$ cat config.mk
export PLATFORM = sky130hd
export DESIGN_NAME = guess_input_ctrl
export DESIGN_NICKNAME = d
export VERILOG_FILES = /design/src/rtl/whack_pkg.sv /design/src/rtl/btn_debounce.sv /design/src/rtl/guess_input_ctrl.sv
export SDC_FILE = /design/constraint.sdc
export NUM_CORES = 1
export LEC_CHECK = 0
export CORE_ASPECT_RATIO = 1.4
export CORE_MARGIN = 2
export CORE_UTILIZATION = 30
export CTS_CLUSTER_DIAMETER = 30
export DETAILED_ROUTE_END_ITERATION = 10
export GPL_TIMING_DRIVEN = 0
export PLACE_DENSITY = 0.41
export SLEW_MARGIN = 40
export SYNTH_ARGS = -nofsm -noshare
export SYNTH_HDL_FRONTEND = slang
export SYNTH_HIERARCHICAL = 1
export SYNTH_SLANG_ARGS = --single-unit
$ cat constraint.sdc
create_clock -name clk -period 2.28 [get_ports clk]
set_input_delay 0.456 -clock clk [delete_from_list [all_inputs] [get_ports clk]]
set_output_delay 0.456 -clock clk [all_outputs]
set_load 0.01 [all_outputs]
$ cat src/rtl/whack_pkg.sv
// Shared types and constants for the whack-a-mole board front end.
package whack_pkg;

    localparam int unsigned NUM_POS = 8;
    localparam int unsigned POS_W   = 3;

    typedef enum logic [1:0] {
        IDLE,
        ARMED,
        GUESSED
    } state_e;

    // Priority encoder: index of the lowest set bit (bit 0 wins). Returns 0 for an empty vector.
    function automatic logic [POS_W-1:0] lowest_set(input logic [NUM_POS-1:0] v);
        logic [POS_W-1:0] idx;
        idx = '0;
        for (int i = NUM_POS - 1; i >= 0; i--) begin
            if (v[i]) idx = POS_W'(i);
        end
        return idx;
    endfunction

endpackage

$ cat src/rtl/btn_debounce.sv
// Two-flop synchroniser plus a single shared debounce counter for a button vector.
// The whole vector must stay unchanged for DEBOUNCE_CYCLES before it is accepted.
module btn_debounce #(
    parameter int unsigned WIDTH           = 8,
    parameter int unsigned DEBOUNCE_CYCLES = 500000
) (
    input  logic             clk,
    input  logic             rst,
    input  logic [WIDTH-1:0] din,
    output logic [WIDTH-1:0] stable
);

    localparam int unsigned         CNT_W   = $clog2(DEBOUNCE_CYCLES);
    localparam logic [CNT_W-1:0]    CNT_MAX = CNT_W'(DEBOUNCE_CYCLES - 1);

    logic [WIDTH-1:0] sync1;
    logic [WIDTH-1:0] sync2;
    logic [WIDTH-1:0] sync2_d;
    logic [CNT_W-1:0] cnt;

    // Synchroniser chain and one-cycle delayed copy used for change detection.
    always_ff @(posedge clk or posedge rst) begin
        if (rst) begin
            sync1   <= '0;
            sync2   <= '0;
            sync2_d <= '0;
        end else begin
            sync1   <= din;
            sync2   <= sync1;
            sync2_d <= sync2;
        end
    end

    // Shared counter: any bit change restarts it; saturates once the vector has settled.
    // The equality guard keeps a just-changed vector from being accepted on a stale count.
    always_ff @(posedge clk or posedge rst) begin
        if (rst) begin
            cnt    <= '0;
            stable <= '0;
        end else begin
            if (sync2 != sync2_d) begin
                cnt <= '0;
            end else if (cnt != CNT_MAX) begin
                cnt <= cnt + 1'b1;
            end
            if (sync2 == sync2_d && cnt == CNT_MAX) begin
                stable <= sync2;
            end
        end
    end

endmodule

$ cat src/rtl/guess_input_ctrl.sv
// Board front end: debounced buttons -> first new press per round -> guess/eval strobes.
module guess_input_ctrl
    import whack_pkg::*;
#(
    parameter int unsigned DEBOUNCE_CYCLES = 500000,
    parameter int unsigned ROUND_CYCLES    = 100000000
) (
    input  logic               clk,
    input  logic               rst,
    input  logic [NUM_POS-1:0] btn_raw,
    input  logic               mole_change,
    output logic [POS_W-1:0]   user_guess,
    output logic               guess_now,
    output logic               eval_now
);

    localparam int unsigned      TMR_W    = $clog2(ROUND_CYCLES);
    localparam logic [TMR_W-1:0] TMR_LAST = TMR_W'(ROUND_CYCLES - 1);

    logic [NUM_POS-1:0] stable;
    logic [NUM_POS-1:0] stable_d;
    logic [NUM_POS-1:0] rise;
    logic               expired;

    state_e             state_q, state_d;
    logic [TMR_W-1:0]   timer_q, timer_d;
    logic [POS_W-1:0]   user_guess_q, user_guess_d;
    logic               guess_now_q, guess_now_d;
    logic               eval_now_q, eval_now_d;

    btn_debounce #(
        .WIDTH           (NUM_POS),
        .DEBOUNCE_CYCLES (DEBOUNCE_CYCLES)
    ) u_btn_debounce (
        .clk    (clk),
        .rst    (rst),
        .din    (btn_raw),
        .stable (stable)
    );

    // Only rising edges count, so a button held across a round boundary never guesses.
    assign rise    = stable & ~stable_d;
    assign expired = (timer_q == TMR_LAST);

    // State, timer and registered outputs.
    always_ff @(posedge clk or posedge rst) begin
        if (rst) begin
            stable_d     <= '0;
            state_q      <= IDLE;
            timer_q      <= '0;
            user_guess_q <= '0;
            guess_now_q  <= 1'b0;
            eval_now_q   <= 1'b0;
        end else begin
            stable_d     <= stable;
            state_q      <= state_d;
            timer_q      <= timer_d;
            user_guess_q <= user_guess_d;
            guess_now_q  <= guess_now_d;
            eval_now_q   <= eval_now_d;
        end
    end

    // Round FSM: accept first rise while ARMED, close the round on expiry; mole_change restarts.
    always_comb begin
        state_d      = state_q;
        timer_d      = timer_q;
        user_guess_d = user_guess_q;
        guess_now_d  = 1'b0;
        eval_now_d   = 1'b0;

        case (state_q)
            IDLE: begin
            end
            ARMED: begin
                timer_d = timer_q + 1'b1;
                if (|rise) begin
                    user_guess_d = lowest_set(rise);
                    guess_now_d  = 1'b1;
                    state_d      = GUESSED;
                end
                if (expired) begin
                    eval_now_d = 1'b1;
                    state_d    = IDLE;
                end
            end
            GUESSED: begin
                timer_d = timer_q + 1'b1;
                if (expired) begin
                    eval_now_d = 1'b1;
                    state_d    = IDLE;
                end
            end
            default: state_d = IDLE;
        endcase

        // A new round always wins; an expiry in the same cycle has already pulsed eval_now.
        if (mole_change) begin
            state_d = ARMED;
            timer_d = '0;
        end
    end

    assign user_guess = user_guess_q;
    assign guess_now  = guess_now_q;
    assign eval_now   = eval_now_q;

endmodule

# ---- Word level (Yosys, flattened, before mapping)
# Cells that the tools add are included.
# Widths: inputs -> output; s select.
dict set report op_classes {
  add_sub_neg 2
  eq_ne 10
  n_mux 21
  bitwise_logic 2
  reduce_logical 8
}
# op n
set op_table {}
lappend op_table {{$mux 27} 2}
lappend op_table {{$mux 19} 2}
lappend op_table {{$add 27x1->27 const B} 1}
lappend op_table {{$eq 27x27->1 const B} 1}
lappend op_table {{$mux 3} 8}
lappend op_table {{$add 19x1->19 const B} 1}
lappend op_table {{$eq 19x19->1 const B} 1}
lappend op_table {{$ne 19x19->1 const B} 1}
lappend op_table {{$and 8x8->8} 1}
lappend op_table {{$eq 8x8->1} 1}
lappend op_table {{$mux 2} 4}
lappend op_table {{$ne 8x8->1} 1}
lappend op_table {{$not 8->8} 1}
lappend op_table {{$reduce_or 8->1} 1}
lappend op_table {{$pmux 2 s3} 1}
lappend op_table {{$mux 1} 4}
lappend op_table {{$ne 4x4->1 const B} 1}
lappend op_table {{$reduce_bool 2->1} 2}
lappend op_table {{$ne 3x3->1 const B} 1}
lappend op_table {{$reduce_and 3->1} 1}
lappend op_table {{$eq 2x1->1 const B} 1}
lappend op_table {{$eq 2x2->1 const B} 1}
lappend op_table {{$logic_not 2->1} 1}
lappend op_table {{$ne 2x2->1 const B} 1}
lappend op_table {{3 further kinds} 3}
dict set report totals {
  register_bits 93
  input_bits 11
  out_inout_bits 5
  wordCells 54
}

# ---- Depth between registers and ports, before layout
dict set report logic_depth {
  ltp_word 10
  depth_mapped 8
  mapped_depth_nobuf 7
}

# ---- Modules after synthesis
# The synthesis kept the hierarchy.
# module instances cells_each area_each_um2 seq_area_each_um2
set modules_own_cells {}
lappend modules_own_cells {btn_debounce 1 167 2068.2 1276.2}
lappend modules_own_cells {guess_input_ctrl 1 198 2039.5 1051.0}

# ---- Least setup slack after synthesis
# Ideal clock, no wire load.
dict set report synth_path {
  path_type {register to register}
  startpoint {register u_btn_debounce.cnt[0]}
  endpoint {register u_btn_debounce.stable[0]}
  setup_ps 127
  arrival_time_ps 1824
  required_time_ps 2153
  path_slack_ps 329
  stages_incl_launch_ff 8
  n_path_buf 2
  period_less_slack_ps 1951
  cell_sequence {dfrtp_1 ha_1 and3_1 and4_1 buf_4 and4_1 buf_4 mux2_1}
}
dict set report synth_via {
  elab_chain_cells 2
}
# item line
set synth_lines {}
lappend synth_lines {{start: declaration} btn_debounce.sv:19} ;# logic [CNT_W-1:0] cnt;
lappend synth_lines {{start signal: assignment} btn_debounce.sv:44} ;# cnt <= cnt + 1'b1;
lappend synth_lines {{$eq 19x19->1} btn_debounce.sv:46} ;# if (sync2 == sync2_d && cnt == CNT_MAX) begin
lappend synth_lines {{$logic_and 1x1->1} btn_debounce.sv:46}
lappend synth_lines {{end signal: assignment} btn_debounce.sv:47} ;# stable <= sync2;
lappend synth_lines {{end: declaration} btn_debounce.sv:10} ;# output logic [WIDTH-1:0] stable
# Every way passes these cells.
# A chain may end at the register's enable or synchronous reset.

# ---- Worst setup path after layout
dict set report layout_path {
  startpoint {register u_btn_debounce.cnt[0]}
  endpoint {register u_btn_debounce.stable[5]}
}
# The elaborated chain is that of the path after synthesis.

==> summary.md <==
| Metric | Value |
|---|---|
| Htree depth | `3` |
| Syn Nets | `382` |
| Syn Inst Count | `365` |
| Clock latency on the worst-skew pair | `0.34 ns` |
| Fin cells | `584` |
| Vias/cell | `4.70` |
| HP Class | `flop to flop` |
| N_diodes | `0` |
| Fin. max-slew vios | `0` |
| Drt wl/cell | `14.2 µm` |
| Antenna violation net count after detailed routing | `0` |
| DR pass1 iterations | `4` |
| Worst EP arrival | `2.39 ns` |
| Slew headroom | `55.5%` |
| Vias | `2,742` |
| Prevailing post-synth register cell | `dfrtp_1` |
| Async S/R FF share, synth | `100%` |
| Sequential element share of the synthesized area | `56.7%` |
| VDD IR max | `0.292 mV` |
| LEAKAGE | `2.15 nW` |
| Post-synth EDFFs | `0` |
| Minimum clock period after layout | `2.17 ns` |
| Combinational group share of total power | `4.0%` |
| GRT Total Usage | `12.7%` |
| Area growth, synth to finish | `18.2%` |
| Largest family of logic cells by synthesized area | `simple AND/OR/NAND/NOR gates` |
| Worst Reg-to-Reg Cells | `7` |
| Flops & latches, synth | `93` |
| Number of hold buffers added after cts | `0` |
| Share of cells above drive strength 1 | `11.4%` |
| Die ar. | `14,700 µm²` |
| R2r setup slk | `0.11 ns` |
| Int Power | `2.53 mW` |
| Number of library cell types mapped by synthesis | `50` |
| Status | `complete, no violations` |
| Clock power frac | `44.4%` |
| Pin count of the biggest net entering global routing | `43` |
| CP Class | `flop to flop` |
| Core ar. | `13,400 µm²` |
| Critical Path RT | `2.50 ns` |
| Seq. cell area | `2330 µm²` |
| Root buffer cell | `clkbuf_16` |
| YS warnings | `6` |
| First-pass GRT wire length | `14.3 mm` |
| Final period util | `95.3%` |
| Worst-margin pin slew | `0.662 ns` |
| WHS | `0.349 ns` |
| CTS tree | `yes` |
| Reg2reg end | `u_btn_debounce/stable[5]` |
| Synth Area in Simple Gates | `21.8%` |
| Filler Cells Inserted | `1,380` |
| # setup viols final | `0` |
| Final hold viol count | `0` |
| Crit path capture type | `flop` |
| Maxcap violations | `0` |
| Synthesized area | `4110 µm²` |
| Final Skew | `0.00669 ns` |
| Sw Share | `23.5%` |
| CP max FO | `8` |
| Clk pin slew, worst setup/hold paths | `0.07 ns` |
| Max clock buf depth | `2` |
| Xor and xnor area share after synthesis | `8.74%` |
| Die W | `103 µm` |
| Placed Cells | `564` |
| GPL Wtd Cong | `0.729` |
| Complex-gate fraction of the synthesized area | `5.64%` |
| DRT Wirelength | `8.32 mm` |
| Mux share of post-synthesis cell area | `2.44%` |
| Fmax | `460 MHz` |
| Remaining global-route overflow | `0` |
| Die height | `142 µm` |
| NumNets Final | `414` |
| Initial core utilization | `30.7%` |
| RR Startpoint | `u_btn_debounce/cnt[0]` |
| Number of port buffers | `15` |
| Hpwl dp | `5.95 mm` |
| Power density cells | `680 nW/µm²` |
| Worst setup path start | `u_btn_debounce/cnt[0]` |
| Multi-input logic area | `1660 µm²` |
| Critical path launch point type | `flop` |
| Psw | `0.777 mW` |
| Sequential power share | `51.6%` |
| CTS sink count | `93` |
| # IOs | `16` |
| DRC viols | `0` |
| Hold Path Stages | `0` |
| Avg Synthesized Cell Area | `11.3 µm²` |
| Post-synthesis adder-cell area fraction | `1.83%` |
| CTS Buf Count | `9` |
| Number of global-route vias before repair | `2,866` |
| # rows | `50` |
| Antenna violations before repair | `0` |
| CP Capture Point | `u_btn_debounce/stable[5]` |
| Initial drt markers | `73` |
## worst min path at each step
stage	start	to	slack (ns)
final	u_btn_debounce/sync1[7]	u_btn_debounce/sync2[7]	0.35
after global routing	u_btn_debounce/sync1[6]	u_btn_debounce/sync2[6]	0.36
after CTS	u_btn_debounce/sync1[7]	u_btn_debounce/sync2[7]	0.35
after detailed placement	u_btn_debounce/sync1[7]	u_btn_debounce/sync2[7]	0.33
after global placement	u_btn_debounce/sync1[5]	u_btn_debounce/sync2[5]	0.33
after floorplan	u_btn_debounce/sync1[0]	u_btn_debounce/sync2[0]	0.33
## state kept, by name, indices dropped and copies added, names as in the netlist
signal / cells
user_guess: 3
u_btn_debounce/sync1: 8
eval_now: 1
stable_d: 8
guess_now: 1
u_btn_debounce/sync2_d: 8
state_q: 2
u_btn_debounce/cnt: 19
timer_q: 27
u_btn_debounce/sync2: 8
u_btn_debounce/stable: 8
## cells by family (layout without fill, tap and decap cells)
kind of cell,count (synthesis),count (layout)
XOR/XNOR,41,41
AND/OR/NAND/NOR,154,154
buffers and inverters,25,62
multiplexers,9,9
AO/OA/AOI/OAI,37,37
adder cells (fa/ha/maj),6,6
flip-flops,93,93
## cell type report
| class | instances | area share [%] |
|---|---|---|
| Timing Repair Buffer | 21 | 4.53 |
| Sequential cell | 93 | 47.9 |
| Inverter | 13 | 1.11 |
| Multi-Input combinational cell | 247 | 34.3 |
| Clock inverter | 6 | 1.13 |
| Clock buffer | 10 | 4.92 |
| Buffer | 12 | 1.44 |
| Tap cell | 182 | 4.69 |
## power groups by stage
stage	Clock, mW	Sequential [mW]	Combinational [mW]
floorplan	0	1.73	0.0821
global placement	0	1.74	0.125
detailed placement	0	1.74	0.138
CTS	1.54	1.71	0.139
global route	1.61	1.71	0.152
finish	1.47	1.71	0.132
## routing by layer
| metal | global-route usage (%) | part of all wire [%] |
|---|---|---|
| met1 | 14.2 | 42 |
| met2 | 22.8 | 55 |
| met3 | 2.36 | 1.8 |
| met4 | 5.54 | 1.7 |
| met5 | 0 | 0 |
## stage by stage
| stage | utilization (%) | setup TNS, ns | instance area, µm² | worst slack (ns) | total power [mW] |
|---|---|---|---|---|---|
| floorplan | - | 0 | 4110 | 0.329 | 1.81 |
| global placement | 33.5 | -30.96 | 4490 | -0.443 | 1.86 |
| detailed placement | 33.8 | -0.0627 | 4530 | -0.0423 | 1.88 |
| CTS | 36.0 | 0 | 4820 | 0.0291 | 3.38 |
| global route | 36.3 | -0.124 | 4860 | -0.0210 | 3.47 |
| finish | 36.3 | 0 | 4860 | 0.107 | 3.30 |
## cell usage in the layout, fill, tap and decap left out, types with 11 or more instances in the layout
| cell type | n |
|---|---|
| nand4_1 | 19 |
| xor2_1 | 32 |
| nand3_1 | 16 |
| dfrtp_1 | 93 |
| inv_1 | 11 |
| nor2_1 | 37 |
| nand2_1 | 15 |
| a21oi_1 | 17 |
| clkdlybuf4s50_1 | 15 |
## synthesized netlist by cell type (2+ instances only)
cell type	n	area, µm²
xnor2_1	9	78.8
buf_4	2	15.0
clkbuf_1	5	18.8
nand3_1	16	80.1
nor2_1	37	139
dfrtp_1	93	2330
and3_1	8	50.1
buf_6	2	22.5
buf_2	2	10.0
xor2_1	32	280
inv_1	13	48.8
and2_1	4	25.0
a21oi_1	17	85.1
nand4_4	2	42.5
nor4b_1	2	17.5
o211ai_1	2	15.0
nor3_1	8	40.0
ha_1	6	75.1
nor2b_1	5	31.3
or3_1	8	50.1
and4_1	6	52.6
mux2_1	4	45.0
mux2_2	4	45.0
a21o_1	3	22.5
o21ai_0	7	35.0
nand2b_1	4	25.0
nor4_1	9	56.3
nand4_1	19	119
nand2_1	15	56.3
## timing repair
action / 4_1_cts / 5_1_grt
setup endpoints to repair: 0 / 23
setup buffers: 0 / 4
resized for setup: 0 / 1
## worst max-delay path, stage by stage (launching register included)
cell and delay [ns]:
dfrtp_1 0.49, ha_2 0.33, and3_1 0.20, and4_1 0.19
buf_4 0.15, and4_1 0.19, buf_4 0.17, mux2_2 0.34
Power figures use the tool's default switching activity.
